<file path="config.mk">
export PLATFORM = sky130hd
export DESIGN_NAME = fetch_sequencer
export DESIGN_NICKNAME = d
export VERILOG_FILES = /design/src/rtl/fetch_pkg.sv /design/src/rtl/fetch_sequencer.sv
export SDC_FILE = /design/constraint.sdc
export NUM_CORES = 1
export LEC_CHECK = 0
export ABC_AREA = 0
export CORE_ASPECT_RATIO = 0.7
export CORE_MARGIN = 3
export CORE_UTILIZATION = 35
export CTS_CLUSTER_DIAMETER = 30
export DETAILED_ROUTE_END_ITERATION = 10
export PLACE_DENSITY = 0.63
export SKIP_LAST_GASP = 1
export SYNTH_ARGS = -nofsm -noshare
export SYNTH_HDL_FRONTEND = slang
export SYNTH_SLANG_ARGS = --single-unit
</file>
<file path="constraint.sdc">
create_clock -name clock -period 2.4 [get_ports clock]
set_input_delay 0.36 -clock clock [delete_from_list [all_inputs] [get_ports clock]]
set_output_delay 0.36 -clock clock [all_outputs]
set_load 0.005 [all_outputs]
</file>
<file path="src/rtl/fetch_pkg.sv">
// ============================================================================
//  Module   : fetch_pkg
//  Purpose  : Shared types and constants for the instruction-fetch sequencer.
//  Revision : 1.0  initial release
// ============================================================================
`default_nettype none

package fetch_pkg;

    typedef enum logic [1:0] {
        IDLE  = 2'd0,
        FETCH = 2'd1,
        HOLD  = 2'd2,
        KILL  = 2'd3
    } fetch_state_t;

    localparam logic [31:0] RESET_PC = 32'h0000_0000;
    localparam int unsigned PC_STEP  = 4;

    // IF_ID field bounds: {pc_of_instr, instr}
    localparam int PC_HI = 63;
    localparam int PC_LO = 32;
    localparam int IN_HI = 31;
    localparam int IN_LO = 0;

endpackage

`default_nettype wire

</file>
<file path="src/rtl/fetch_sequencer.sv">
// ============================================================================
//  Module   : fetch_sequencer
//  Purpose  : Owns the PC, runs a req/ack instruction-memory port and loads
//             the IF_ID register, honouring decode stall and branch redirect.
//  Revision : 1.0  initial release
// ============================================================================
`default_nettype none

module fetch_sequencer
    import fetch_pkg::*;
#(
    parameter int                ADDR_W   = 32,
    parameter int                INSTR_W  = 32,
    parameter logic [ADDR_W-1:0] RESET_PC = ADDR_W'(fetch_pkg::RESET_PC),
    parameter int unsigned       PC_STEP  = fetch_pkg::PC_STEP
) (
    input  logic                        clock,
    input  logic                        reset,
    input  logic                        stall,
    input  logic                        redirect,
    input  logic [ADDR_W-1:0]           redirect_pc,
    output logic                        imem_req,
    output logic [ADDR_W-1:0]           imem_addr,
    input  logic                        imem_ack,
    input  logic [INSTR_W-1:0]          imem_rdata,
    output logic [ADDR_W-1:0]           PC,
    output logic [ADDR_W+INSTR_W-1:0]   IF_ID,
    output logic                        if_id_valid
);

    localparam logic [ADDR_W-1:0] C_STEP = ADDR_W'(PC_STEP);

    fetch_state_t                r_state, w_state_n;
    logic [ADDR_W-1:0]           r_pc, w_pc_n;
    logic [ADDR_W-1:0]           r_kill_addr, w_kill_addr_n;
    logic [INSTR_W-1:0]          r_buf, w_buf_n;
    logic [ADDR_W+INSTR_W-1:0]   r_if_id, w_if_id_n;
    logic                        r_valid, w_valid_n;

    always_ff @(posedge clock) begin
        if (reset) begin
            r_state     <= IDLE;
            r_pc        <= RESET_PC;
            r_kill_addr <= '0;
            r_buf       <= '0;
            r_if_id     <= '0;
            r_valid     <= 1'b0;
        end else begin
            r_state     <= w_state_n;
            r_pc        <= w_pc_n;
            r_kill_addr <= w_kill_addr_n;
            r_buf       <= w_buf_n;
            r_if_id     <= w_if_id_n;
            r_valid     <= w_valid_n;
        end
    end

    always_comb begin
        w_state_n     = r_state;
        w_pc_n        = r_pc;
        w_kill_addr_n = r_kill_addr;
        w_buf_n       = r_buf;
        w_if_id_n     = r_if_id;
        w_valid_n     = r_valid;

        case (r_state)
            IDLE: begin
                if (redirect) w_pc_n = redirect_pc;
                w_state_n = FETCH;
            end
            FETCH: begin
                if (redirect) begin
                    w_pc_n    = redirect_pc;
                    w_if_id_n = '0;
                    w_valid_n = 1'b0;
                    // Without an ack the old request is still in flight and
                    // must be drained at its original address.
                    if (!imem_ack) begin
                        w_kill_addr_n = r_pc;
                        w_state_n     = KILL;
                    end
                end else if (imem_ack && !stall) begin
                    w_if_id_n = {r_pc, imem_rdata};
                    w_valid_n = 1'b1;
                    w_pc_n    = r_pc + C_STEP;
                end else if (imem_ack && stall) begin
                    w_buf_n   = imem_rdata;
                    w_state_n = HOLD;
                end else if (!stall) begin
                    w_valid_n = 1'b0;
                end
            end
            HOLD: begin
                if (redirect) begin
                    w_pc_n    = redirect_pc;
                    w_if_id_n = '0;
                    w_valid_n = 1'b0;
                    w_buf_n   = '0;
                    w_state_n = FETCH;
                end else if (!stall) begin
                    w_if_id_n = {r_pc, r_buf};
                    w_valid_n = 1'b1;
                    w_pc_n    = r_pc + C_STEP;
                    w_state_n = FETCH;
                end
            end
            KILL: begin
                if (redirect) w_pc_n = redirect_pc;
                if (imem_ack) w_state_n = FETCH;
            end
            default: w_state_n = IDLE;
        endcase
    end

    assign imem_req    = (r_state == FETCH) || (r_state == KILL);
    assign imem_addr   = (r_state == KILL) ? r_kill_addr : r_pc;
    assign PC          = r_pc;
    assign IF_ID       = r_if_id;
    assign if_id_valid = r_valid;

endmodule

`default_nettype wire

</file>
==> impl_results.md <==
* Outcome: finished, final reports clean
* Die W at 180.9 um
* Filler Cell Count at roughly 2000
* Largest stage delay on the critical path at between 400 and 500 ps
* Sequential-to-total area share from yosys stat at approximately 44%
* Fin Hold WS at around 330 ps
* Sum of negative setup slack at 0 ps
* Initial Util at 35.94%
* EDFF count, synth at 0
* Gr usage total at 21.01%
* CP Data Required Time at just over 2000 ps
* Number of port buffers at just under 200
* Arrival @ worst endpoint at ~2000 ps
* Total Power at around 0.0070 W
* Max VDD drop at slightly below 400 uV
* Global-route wire length before repair at between 30000 and 40000 um
* Critical path's slowest cell: clkdlybuf4s50_1
* Initial antenna violation count at 0
* Skew-Pair Late Insertion Delay at about 430 ps
* Worst slew pin tran at between 800 and 900 ps
* Post-synthesis cell count at between 900 and 1000
* Crit path max fanout at 19
* Post-synth net total at between 1000 and 1500
* Post-route cell area at ~11000 sq um
* Layout cells sized above 1 at 11.15%
* RSZ-0062 raised after global routing: true
* HP Class: primary input to flip-flop
* Post-synth cell types at 60
* Largest net degree at the start of global routing at 73
* Yosys reg bits at ~160
* Die H at 128.5 um
* Area of the die at 23240 sq um
* Grt ovf at 0
* Fin crit share at between 90% and 100%
* Post-CTS Setup Bufs at 0
* Final hold violations at 0
* Number of vias per cell at about 5.2
* Setup Viol. Count Final at 0
* Max cap viols at 0
* Post-DP HPWL at about 17000 um
* Fmax at between 400 and 500 MHz
* Vias in the first global route at 7027
* Buf+Inv Stages, Crit Path at 2
* CTS tree: yes
* CTS max path bufs at 2
* Worst setup SP type: flip-flop
* Gpl congestion at around 0.9
* Leak at 3.638 nW
* N_diodes at 0
* PD cells at roughly 660 nW/um^2
* Clock Root Buffer: clkbuf_16
* Yosys warns at 0
* Slew HR at a little over two fifths
* Post-synthesis average cell area at 7.722 sq um
* Worst-path cell chain: ha_4 -> buf_8 -> mux2_2 -> clkdlybuf4s50_1
* Drt total wl at approximately 25000 um
* Iter 0 DRT Violations at ~600
* Worst setup EP type: output pin
* Core Area at between 20000 and 25000 sq um
* WL per Instance at 17.42 um
* Hold buffer count at CTS at 0
* Num CTS Buffers at 17
* Worst Clk Skew at 7.713 ps
* Post-DP Area at about 10000 sq um
* Synthesized area at approximately 7500 sq um
* Drt pass-1 iters at 5
* Final Util at between 50 and 60%
* # rows at 44
* Synth Flop Type: dfxtp_1
* Htree depth at 4
* Final nets at between 1000 and 1500
* Final slew viol count at 0
* Drc violations at 0
* Top delay family on crit path: buffers and inverters
* Area Growth Syn to Fin at 41.15%
* Async SR Flop Fraction at 0%
* ANT nets after route at 0
* Worst Setup Path Type: flip-flop to output pin
* Ports at ~200
* Clock transition at path regs at approximately 70 ps
* Vias at 7513
* CTS Sinks at approximately 160
* Post-layout min period at about 2300 ps
==> cell families (layout without fill, tap and decap cells) <==
logic type / Yosys count / after routing / synth area share [%]
AND/OR/NAND/NOR: 438 / 438 / 28.25
AO/OA/AOI/OAI: 232 / 232 / 17.05
flip-flops: 163 / 163 / 43.52
buffers and inverters: 95 / 290 / 4.972
multiplexers: 31 / 31 / 4.605
XOR/XNOR: 8 / 8 / 0.9345
adder cells (fa/ha/maj): 4 / 4 / 0.6675
==> registers in the layout (all words and copies together) (netlist names) <==
name         cells
IF_ID           64
PC              32
r_buf           32
r_kill_addr     32
r_state          2
if_id_valid      1
==> worst min-delay path, delay by kind of cell <==
kind                   cells  cell delay (ps)
AO/OA/AOI/OAI              1               50
buffers and inverters      1              160
AND/OR/NAND/NOR            1              130
==> what timing repair did <==
| item | in CTS | in global routing |
|---|---|---|
| endpoints found under the hold margin | 0 | 0 |
| gates resized for setup | 5 | 1 |
| endpoints found under the setup margin | 30 | 5 |
==> cells in the final DEF (no fill, tap or decap), drive strengths merged, types with 6 or more instances in the layout <==
cell	synthesis	routed
a211oi	7	7
a21oi	179	179
buf	18	51
clkbuf	66	18
clkdlybuf4s50	0	195
dfxtp	163	163
inv	11	18
mux2	28	28
nand2	206	206
nand3	75	75
nand4	11	11
nor2	35	35
nor2b	39	39
nor3	7	7
o21ai	16	16
or3	36	36
xor2	6	6
==> layout make-up <==
class	instances	area, sq um	share of cell area (%)
timing repair buffer	247	2452	23.17
clock buffer	18	439.2	4.149
tap	276	345.3	3.263
clock inverter	14	143.9	1.359
multi-input combinational	713	3896	36.81
inverter	11	41.29	0.3901
sequential	163	3266	30.85
==> synth_stat cells, drive strengths merged, types with 3 or more instances <==
| cell | number | share of area [%] |
|---|---|---|
| nor3 | 7 | 0.47 |
| nand3 | 75 | 5.2 |
| and3 | 3 | 0.25 |
| mux2i | 3 | 0.40 |
| buf | 18 | 1.1 |
| a211oi | 7 | 0.77 |
| o21ai | 16 | 1.1 |
| nor4 | 5 | 0.90 |
| xor2 | 6 | 0.70 |
| nand2 | 206 | 10 |
| nor3b | 4 | 0.40 |
| a31oi | 5 | 0.42 |
| mux2 | 28 | 4.2 |
| dfxtp | 163 | 44 |
| inv | 11 | 0.55 |
| or4 | 3 | 0.30 |
| clkbuf | 66 | 3.3 |
| a22oi | 3 | 0.30 |
| nand4 | 11 | 0.92 |
| a21oi | 179 | 12 |
| ha | 4 | 0.67 |
| nor2b | 39 | 3.3 |
| or3 | 36 | 3.0 |
| a2111oi | 3 | 0.35 |
| nor2 | 35 | 1.8 |
| or2 | 3 | 0.25 |
==> routing by layer <==
metal | vias up | GRT usage (%) | share of wire (%)
li1 | 3719 | - | -
met3 | 21 | 6.753 | 8.1
met4 | 0 | 5.282 | 1.1
met1 | 3521 | 30.57 | 49
met2 | 252 | 30.12 | 42
met5 | - | 0 | 0
==> report_power, final <==
part / leakage [nW] / internal, W / switching, W / total, W
clock network: 0.274 / 0.00149 / 0.00124 / 0.00273
logic: 2.04 / 0.000663 / 0.000686 / 0.00135
registers: 1.33 / 0.00282 / 0.000111 / 0.00293
==> metrics by stage <==
step / setup slack (ps) / cells
after floorplan: 207.0 / 971
after global placement: 39.74 / 1410
after detailed placement: -11.61 / 1410
after CTS: 27.69 / 1442
after global routing: -8.741 / 1442
final: 60.67 / 1442
==> worst paths after layout <==
path	slack, ps	start	endpoint	cells after the start
setup / recovery	60	r_state[0]	imem_addr[27]	4
setup reg to reg	150	r_state[0]	PC[29]	8
hold / removal	330	redirect	if_id_valid	3
hold reg to reg	450	IF_ID[3]	IF_ID[3]	2
Note: power is estimated with default switching activity, not from simulation.
